--- src/rtl/apb_slv_pkg.sv ---
// Shared types and decode helper for the APB completer register bank.
// The error decode lives here so the top stays focused on the handshake.
package apb_slv_pkg;

  typedef enum logic {IDLE, ACCESS} apb_slv_state_e;

  localparam int STRB_W = 4;
  localparam int DATA_W = 32;

  // Word 0 is read-only; the upper half of the map is writable only by privileged masters.
  function automatic logic addr_err(input logic [31:0] addr, input logic write,
                                    input logic [2:0] prot, input int unsigned depth);
    logic [31:0] idx;
    idx = addr >> 2;
    return (addr[1:0] != 2'b00) ||
           (addr >= depth * 4) ||
           (write && (idx == 32'd0)) ||
           (write && !prot[0] && (idx >= depth / 2));
  endfunction

endpackage

--- src/rtl/apb_slv_storage.sv ---
// DEPTH x 32-bit register file with byte-lane writes and async clear.
// Word 0 has no flops: it always reads back the constant ID_VALUE.
module apb_slv_storage
  import apb_slv_pkg::*;
#(
  parameter int          DEPTH    = 16,
  parameter logic [31:0] ID_VALUE = 32'hA5B2_0001,
  localparam int         IDX_W    = $clog2(DEPTH)
) (
  input  logic              clk,
  input  logic              rst_n,
  input  logic              i_we,
  input  logic [IDX_W-1:0]  i_idx,
  input  logic [STRB_W-1:0] i_strb,
  input  logic [DATA_W-1:0] i_wdata,
  output logic [DATA_W-1:0] o_rdata
);

  logic [DATA_W-1:0] w_words [DEPTH];

  assign w_words[0] = ID_VALUE;

  for (genvar g = 1; g < DEPTH; g++) begin : g_word
    logic [DATA_W-1:0] r_word;

    always_ff @(posedge clk or negedge rst_n) begin
      if (!rst_n) begin
        r_word <= '0;
      end else if (i_we && (i_idx == IDX_W'(g))) begin
        for (int b = 0; b < STRB_W; b++) begin
          if (i_strb[b]) r_word[8*b +: 8] <= i_wdata[8*b +: 8];
        end
      end
    end

    assign w_words[g] = r_word;
  end

  assign o_rdata = w_words[i_idx];

endmodule

--- src/rtl/apb_slave_regbank.sv ---
// APB completer: handshake FSM with programmable wait states, address decode
// and error response in front of the byte-enable register storage.
module apb_slave_regbank
  import apb_slv_pkg::*;
#(
  parameter int          ADDRWIDTH   = 16,
  parameter int          DEPTH       = 16,
  parameter int          WAIT_CYCLES = 1,
  parameter logic [31:0] ID_VALUE    = 32'hA5B2_0001
) (
  input  logic                 clk,
  input  logic                 rst_n,
  input  logic                 psel,
  input  logic                 penable,
  input  logic [ADDRWIDTH-1:0] paddr,
  input  logic                 pwrite,
  input  logic [DATA_W-1:0]    pwdata,
  input  logic [STRB_W-1:0]    pstrb,
  input  logic [2:0]           pprot,
  output logic [DATA_W-1:0]    prdata,
  output logic                 pready,
  output logic                 pslverr
);

  localparam int         IDX_W  = $clog2(DEPTH);
  localparam logic [3:0] WAIT_C = 4'(WAIT_CYCLES);

  apb_slv_state_e    r_state, w_state_nxt;
  logic [3:0]        r_cnt, w_cnt_nxt;
  logic              w_ready;
  logic              w_err;
  logic              w_we;
  logic [IDX_W-1:0]  w_idx;
  logic [DATA_W-1:0] w_rdata;

  always_ff @(posedge clk or negedge rst_n) begin
    if (!rst_n) begin
      r_state <= IDLE;
      r_cnt   <= '0;
    end else begin
      r_state <= w_state_nxt;
      r_cnt   <= w_cnt_nxt;
    end
  end

  // A select seen in IDLE always starts an access, even if penable is already high.
  always_comb begin
    w_state_nxt = r_state;
    w_cnt_nxt   = r_cnt;
    case (r_state)
      IDLE: begin
        w_cnt_nxt = '0;
        if (psel) w_state_nxt = ACCESS;
      end
      ACCESS: begin
        if (!psel || (penable && w_ready)) begin
          w_state_nxt = IDLE;
          w_cnt_nxt   = '0;
        end else if (r_cnt != WAIT_C) begin
          w_cnt_nxt = r_cnt + 4'd1;
        end
      end
      default: begin
        w_state_nxt = IDLE;
        w_cnt_nxt   = '0;
      end
    endcase
  end

  assign w_ready = (r_state == ACCESS) && penable && (r_cnt == WAIT_C);
  assign w_idx   = paddr[IDX_W+1:2];
  assign w_err   = addr_err(32'(paddr), pwrite, pprot, DEPTH);
  assign w_we    = psel && penable && w_ready && pwrite && !w_err;

  apb_slv_storage #(
    .DEPTH    (DEPTH),
    .ID_VALUE (ID_VALUE)
  ) u_storage (
    .clk     (clk),
    .rst_n   (rst_n),
    .i_we    (w_we),
    .i_idx   (w_idx),
    .i_strb  (pstrb),
    .i_wdata (pwdata),
    .o_rdata (w_rdata)
  );

  assign pready  = w_ready;
  assign pslverr = w_err && w_ready;
  assign prdata  = (w_ready && !pwrite && !w_err) ? w_rdata : '0;

endmodule

--- config.mk ---
export PLATFORM = sky130hd
export DESIGN_NAME = apb_slave_regbank
export DESIGN_NICKNAME = d
export VERILOG_FILES = /design/src/rtl/apb_slv_pkg.sv /design/src/rtl/apb_slv_storage.sv /design/src/rtl/apb_slave_regbank.sv
export SDC_FILE = /design/constraint.sdc
export NUM_CORES = 1
export LEC_CHECK = 0
export ABC_AREA = 1
export ABC_CLOCK_PERIOD_IN_PS = 2200
export CORE_UTILIZATION = 55
export CTS_CLUSTER_DIAMETER = 80
export DETAILED_ROUTE_END_ITERATION = 10
export PLACE_DENSITY_LB_ADDON = 0.15
export SLEW_MARGIN = 20
export SYNTH_ARGS = -nofsm -noshare
export SYNTH_HDL_FRONTEND = slang
export SYNTH_HIERARCHICAL = 1
export SYNTH_SLANG_ARGS = --single-unit
--- constraint.sdc ---
create_clock -name clk -period 2.2 [get_ports clk]
set_input_delay 0.33 -clock clk [delete_from_list [all_inputs] [get_ports clk]]
set_output_delay 0.33 -clock clk [all_outputs]
set_load 0.02 [all_outputs]
==> reports/results.txt, run 1 <==
Register area - 12100 um2
Fin. Hold Viols - 0
Rows - 75
Cell Count Post-Placement - 3698
MaxCap Viol Count - 0
Post-layout util - 71.6%
Pleak - 14.7 nW
#FFs+latches synth - 485
Yosys cell types - 28
Initial antenna violation count - 0
Asr flop ratio synth - 100%
Status - finished, violations left
Number of setup violations in the final report - 514
Instance area at placement - 26000 um2
N_diodes - 0
Count of flip-flops with a built-in enable after synthesis - 0
Maximum vdd drop - 0.606 mV
Via density - 5.72
DR WL/cell - 18.6 um
Remaining DRCs - 0
DP Wirelength - 41.3 mm
Htree depth - 2
Minimum clock period - 2.55 ns
Slew HR - 48.2%
Synth Area per Inst - 7.56 um2
Power Density - 635 nW/um2
Synth warn - 6
Nets - 3342
Sequential area share after synthesis - 51.7%
Global Route Usage Sum - 31.5%
Pre-CTS setup slack - -0.620 ns
Later-pin clock latency in the skew report - 0.61 ns
Crit Path Max Fanout - 8
Clk_skew - 0.0201 ns
Share of layout cells above drive strength 1 - 20.3%
Failing checks - setup timing
Design area - 30100 um2
GP Congestion - 0.832
Crit path capture type - flop
WS Path Type - flop to flop
Die width - 209 um
Setup ws final - -0.347 ns
Synth Cell Area - 23500 um2
Startpoint Class - flop
Min Hold Slack - 0.264 ns
Fmax - 393 MHz
Worst slew pin tran - 0.777 ns
RSZ-0062 raised after global routing - yes
Global-route wire length before repair - 109 mm
Cells after Synth - 3108
Initial Util - 55.9%
Clock tree from TritonCTS - built
Core area - 42000 um2
Setup TNS - -77.80 ns
IO buf count - 91
Top_reg_cell synth - dfrtp_1
Critical Path AT - 3.02 ns
Vias in the first global route - 21000
Root Driver - clkbuf_16
Die H - 209 um
First-pass DRT Iterations - 6
Mapped Nets - 3170
Multi-input gate area - 11400 um2
Clock buffer depth - 3
Drt total wl - 71.9 mm
Tcrit/Tclk final - 116%
Fin cells - 3862
CTS sink count - 485
Final Power - 19.1 mW
Hold crit path type - input pin to asynchronous set/reset pin
Largest net degree at the start of global routing - 76
Worst EP required - 2.67 ns
Layout area overhead - 28.1%
Clock transition at path regs - 0.06 ns
Io pins - 94
Die area - 43500 um2
Via count - 22072
Initial DRC count - 1931
Grt ovf - 0
Post-route ant nets - 0
Final Slew Violations - 0
Fillers - 3219
Cts bufs inserted - 52
cells in the final DEF, fill, tap and decap left out, types with 2 or more instances in the layout:
cell type        Yosys  layout
clkdlybuf4s50_1      0      54
inv_6                0       3
inv_1              126     125
nor2_2              34      28
nor2_1             152     151
clkbuf_1            89      15
o21ai_0            358     236
clkinv_2             2      13
nor2_8               2       2
buf_2               80       2
o21ai_2              0      61
buf_16               0       2
nand2_4              6      56
o21ai_1            124     185
inv_4                1       3
bufinv_16            0       4
inv_2                6       4
a21oi_1              3       3
clkbuf_8             0      12
dfrtp_1            485     485
clkbuf_16            0      55
nand2_2             23     120
buf_12               0      64
nand2_8              0      25
buf_6                9      71
nor2_4              10      17
buf_8                0       8
nand3_2             10       6
buf_4                2      98
nand2_1           1351    1191
nand3_4              5      16
nand3_1            203     200
Yosys cell counts (2+ instances only):
cell	number	area share, %
inv_2	6	0.096
a21oi_1	3	0.064
clkinv_2	2	0.043
nor2_8	2	0.17
clkbuf_1	89	1.4
buf_4	2	0.064
nand3_4	5	0.37
buf_1	21	0.34
nand2_4	6	0.29
dfrtp_1	485	52
nor2_1	152	2.4
ha_1	2	0.11
buf_6	9	0.43
buf_2	80	1.7
nand2_2	23	0.61
inv_1	126	2.0
o21ai_0	358	7.6
o21ai_1	124	2.6
nor2_2	34	0.91
nand2_1	1351	22
nand3_1	203	4.3
nor2_4	10	0.48
nand3_2	10	0.43
power by group:
part           switching (mW)  internal, mW  leakage, nW  total (mW)
combinational           0.905         0.364         7.09        1.27
clock                    3.63          5.27        0.863        8.90
sequential            0.00347          8.92         6.78        8.93
worst paths after layout:
path	from	end	slack [ns]	depth (start not counted)
worst max-delay path	r_cnt[1]	u_storage/g_word[6].r_word[14]	-0.35	15
worst min-delay path	rst_n	u_storage/g_word[8].r_word[27]	0.26	2
worst max register to register	r_cnt[1]	u_storage/g_word[6].r_word[14]	-0.35	15
worst min register to register	u_storage/g_word[11].r_word[20]	u_storage/g_word[11].r_word[20]	0.48	2
max in group asynchronous	rst_n	u_storage/g_word[14].r_word[22]	1.08	3
min in group clk	psel	r_state	0.35	3
cell families (layout without fill, tap and decap cells):
| kind of cell | after synthesis | count (layout) | share of synthesized area (%) |
|---|---|---|---|
| and+or+nand+nor | 1798 | 1814 | 31.7 |
| AOI/OAI and AO/OA | 485 | 485 | 10.3 |
| DFF | 485 | 485 | 51.7 |
| buffers and inverters | 336 | 535 | 6.14 |
| adders and majority gates | 2 | 2 | 0.107 |
| xor gates and xnor gates | 2 | 2 | 0.0746 |
sequential cells by signal, summed over array words and instances (netlist names):
signal                   flops
r_state                      1
u_storage/g_word.r_word    480
r_cnt                        4
worst max-delay path, stage by stage, from the launching register on:
cell and delay (ns):
dfrtp_1 0.39, inv_2 0.08, ha_4 0.15, nand3_4 0.09, nor2_4 0.17, buf_6 0.12, nand2_4 0.05, nor2_4 0.20
buf_6 0.15, nand3_4 0.14, buf_6 0.17, nor2_4 0.22, buf_6 0.20, nand2_8 0.10, nand2_2 0.12, o21ai_1 0.06
layer usage:
metal	vias up	wire (um)	global-route usage, %	part of all wire [%]
met5	-	0	0	0
met2	949	33900	50.6	47
met1	10726	30100	44.0	42
li1	10229	-	-	-
met4	0	2250	11.1	3.1
met3	168	5660	4.43	7.9
what timing repair did:
item / CTS / global route
hold buffers: 1 / 0
resized for setup: 314 / 451
setup buffers: 19 / 13
endpoints found under the hold margin: 37 / 0
pin swaps: 10 / 49
gates cloned: 18 / 17
endpoints found under the setup margin: 514 / 514
final cells by class:
| cell class | count | area share [%] |
|---|---|---|
| inverter | 135 | 1.73 |
| multi-input combinational | 2303 | 37.9 |
| clock buffer | 79 | 5.10 |
| tap | 539 | 2.24 |
| clock inverter | 18 | 0.670 |
| timing repair buffer | 303 | 12.0 |
| sequential | 485 | 40.3 |
(Power assumes the default switching activity.)
==> inputs of run 2 (changes only) <==
- CORE_UTILIZATION: 55 -> 35
==> run 2 against run 1 <==
  * The run ends with DRC, setup timing left
  * Clock power up 18%
  * Maximum frequency rose by 3.6%
  * Cell count rose by 8.6%
  * Sequential cell count did not move
  * Sequential share of layout area fell by 1.7 points
  * Sequential power is essentially flat
  * Clock skew fell by 0.0036 ns
  * Non-clock buffer count is 9 higher
  * Core utilization fell by 24 points
  * Total power is 8.7% higher
  * Via count is 4.7% lower
  * Design area up 4.3%
  * Critical endpoint is now u_storage/g_word[1].r_word[20]
  * Largest power group is now the clock network
  * Highest routed layer unchanged
==> reports/results.txt, run 2 (synthesis gave the netlist of run 1 again) <==
Initial DRC count - 1547
Setup TNS - -66.08 ns
GP Congestion - 0.842
Cts bufs inserted - 54
GR Util met1 - 29.5%
Instance area at placement - 26600 um2
Crit-path leading delay family - simple AND/OR/NAND/NOR gates
Critical Path AT - 2.93 ns
Cells on worst reg2reg path - 16
Crit-path max cell delay - 0.39 ns
DP Wirelength - 45.4 mm
Final Slew Violations - 0
Die area - 68100 um2
CTS sink count - 485
Worst flop-to-flop path startpoint - r_cnt[1]
Share of layout cells above drive strength 1 - 21.5%
Pleak - 15.1 nW
Pre-CTS setup slack - -0.730 ns
Cell Count Post-Placement - 4039
Worst EP required - 2.67 ns
Htree depth - 2
Design area - 31400 um2
Met2 Usage GRT - 35.0%
Initial antenna violation count - 0
Max reg flops - 480
RSZ-0062 raised after global routing - yes
Fin. Hold Viols - 0
Failing checks - DRC, setup timing
Startpoint Class - flop
Number of setup violations in the final report - 501
Crit path cell chain - inv_2, ha_4, nand3_4, nor2_4, buf_6, buf_6, nand2_4, nor2_4, buf_12, nand3_4, buf_6, nor2_8, buf_12, nand2_8, nand2_2, o21ai_2
Global-route wire length before repair - 114 mm
Routing usage on met3 - 2.56%
Setup ws final - -0.260 ns
Slowest CP cell - dfrtp_1
Root Driver - clkbuf_16
Reg with most FFs - u_storage/g_word.r_word
Reg2Reg Setup Slack - -0.26 ns
Via density - 5.02
Fmax - 407 MHz
Maximum vdd drop - 0.631 mV
Nets - 3346
Tcrit/Tclk final - 112%
Clock transition at path regs - 0.06 ns
WS Path Type - flop to flop
Most used cell, CP - buf_6
Rows - 94
N_diodes - 0
Number of buffers and inverters on the critical path - 6
Minimum clock period - 2.46 ns
Post-route ant nets - 0
Io pins - 94
Hold crit path type - input pin to asynchronous set/reset pin
Layout area overhead - 33.6%
Core area - 66100 um2
Initial Util - 35.5%
Final Power - 20.8 mW
Die width - 261 um
DR WL/cell - 18.1 um
First-pass DRT Iterations - 8
Remaining DRCs - 6
Power Density - 661 nW/um2
Clock tree from TritonCTS - built
Largest net degree at the start of global routing - 69
Clock buffer depth - 3
RR Endpoint - u_storage/g_word[1].r_word[20]
MaxCap Viol Count - 0
Fin cells - 4194
Via count - 21038
Later-pin clock latency in the skew report - 0.62 ns
Most common cell after layout, fill and taps aside - nand2_1
Crit Path Max Fanout - 8
Worst slew pin tran - 0.795 ns
Largest regs - u_storage/g_word.r_word x480, r_cnt x4, r_state x1
Vias in the first global route - 20071
Commonest cells after routing, fill and taps aside - nand2_1 (1179), dfrtp_1 (485), o21ai_0 (225)
Global Route Usage Sum - 21.3%
Grt ovf - 0
Drt total wl - 75.8 mm
Busiest grt layer - met2
Status - finished, violations left
IO buf count - 91
Crit path capture type - flop
Slew HR - 47.0%
Die H - 261 um
Clk_skew - 0.0165 ns
[run 2: cell count changes in the layout (fill, tap and decap cells not counted), moves of 6 or more]
cell,delta
nor2_2,-20
o21ai_2,+11
nand2_1,-12
buf_4,-16
nor2_1,-6
o21ai_0,-11
clkbuf_16,+14
clkbuf_1,-8
bufinv_16,+10
nand2_2,+8
buf_12,+8
nor2_4,+26
[run 2: repair_timing]
item,4_1_cts,5_1_grt
cloned,8,27
hold buffers,1,0
pin swaps,8,33
endpoints found under the hold margin,35,0
endpoints found under the setup margin,329,514
setup buffers,9,12
gates resized for setup,272,566
[run 2: stage by stage]
stage               util, %  hold slack (ns)
global placement       40.3            0.298
finish                 47.5            0.257
global route           47.5            0.277
CTS                    44.2            0.244
floorplan                 -           0.0344
detailed placement     40.3            0.294
[run 2: worst register-to-register path, stage by stage (launching register included)]
cell and delay (ns):
dfrtp_1 0.39, inv_2 0.07, ha_4 0.14, nand3_4 0.08
nor2_4 0.15, buf_6 0.12, buf_6 0.09, nand2_4 0.05
nor2_4 0.19, buf_12 0.14, nand3_4 0.13, buf_6 0.17
nor2_8 0.17, buf_12 0.18, nand2_8 0.11, nand2_2 0.11
o21ai_2 0.05
[run 2: layout make-up]
cell class	instances	area, um2
fillers	6437	34700
clock buffers	76	1620
well taps	864	1080
inverters	135	519
flip-flops and latches	485	12100
multi-input cells	2296	11500
clock inverters	26	485
repair buffers	312	4010
[run 2: where the power goes]
group / switching, mW / internal, mW / leakage, nW
Sequential: 0.00281 / 8.92 / 6.78
Clock: 3.79 / 6.74 / 1.03
Combinational: 0.913 / 0.376 / 7.27
Total: 4.71 / 16.0 / 15.1
[run 2: metal layers]
layer	wire length [um]	vias up
li1	-	10221
met1	34500	10265
met2	36200	448
met3	3240	104
met4	1880	0
met5	0	-
[run 2: how the worst max path moves through the flow]
stage,from,to,slack (ns),depth (start not counted)
global route,r_cnt[1],u_storage/g_word[1].r_word[16],-0.36,16
CTS,r_cnt[1],prdata[20],-0.25,9
finish,r_cnt[1],u_storage/g_word[1].r_word[20],-0.26,16
floorplan,r_cnt[1],u_storage/g_word[5].r_word[13],-0.03,12
detailed placement,paddr[5],prdata[4],-0.73,11
global placement,paddr[4],prdata[4],-0.75,11
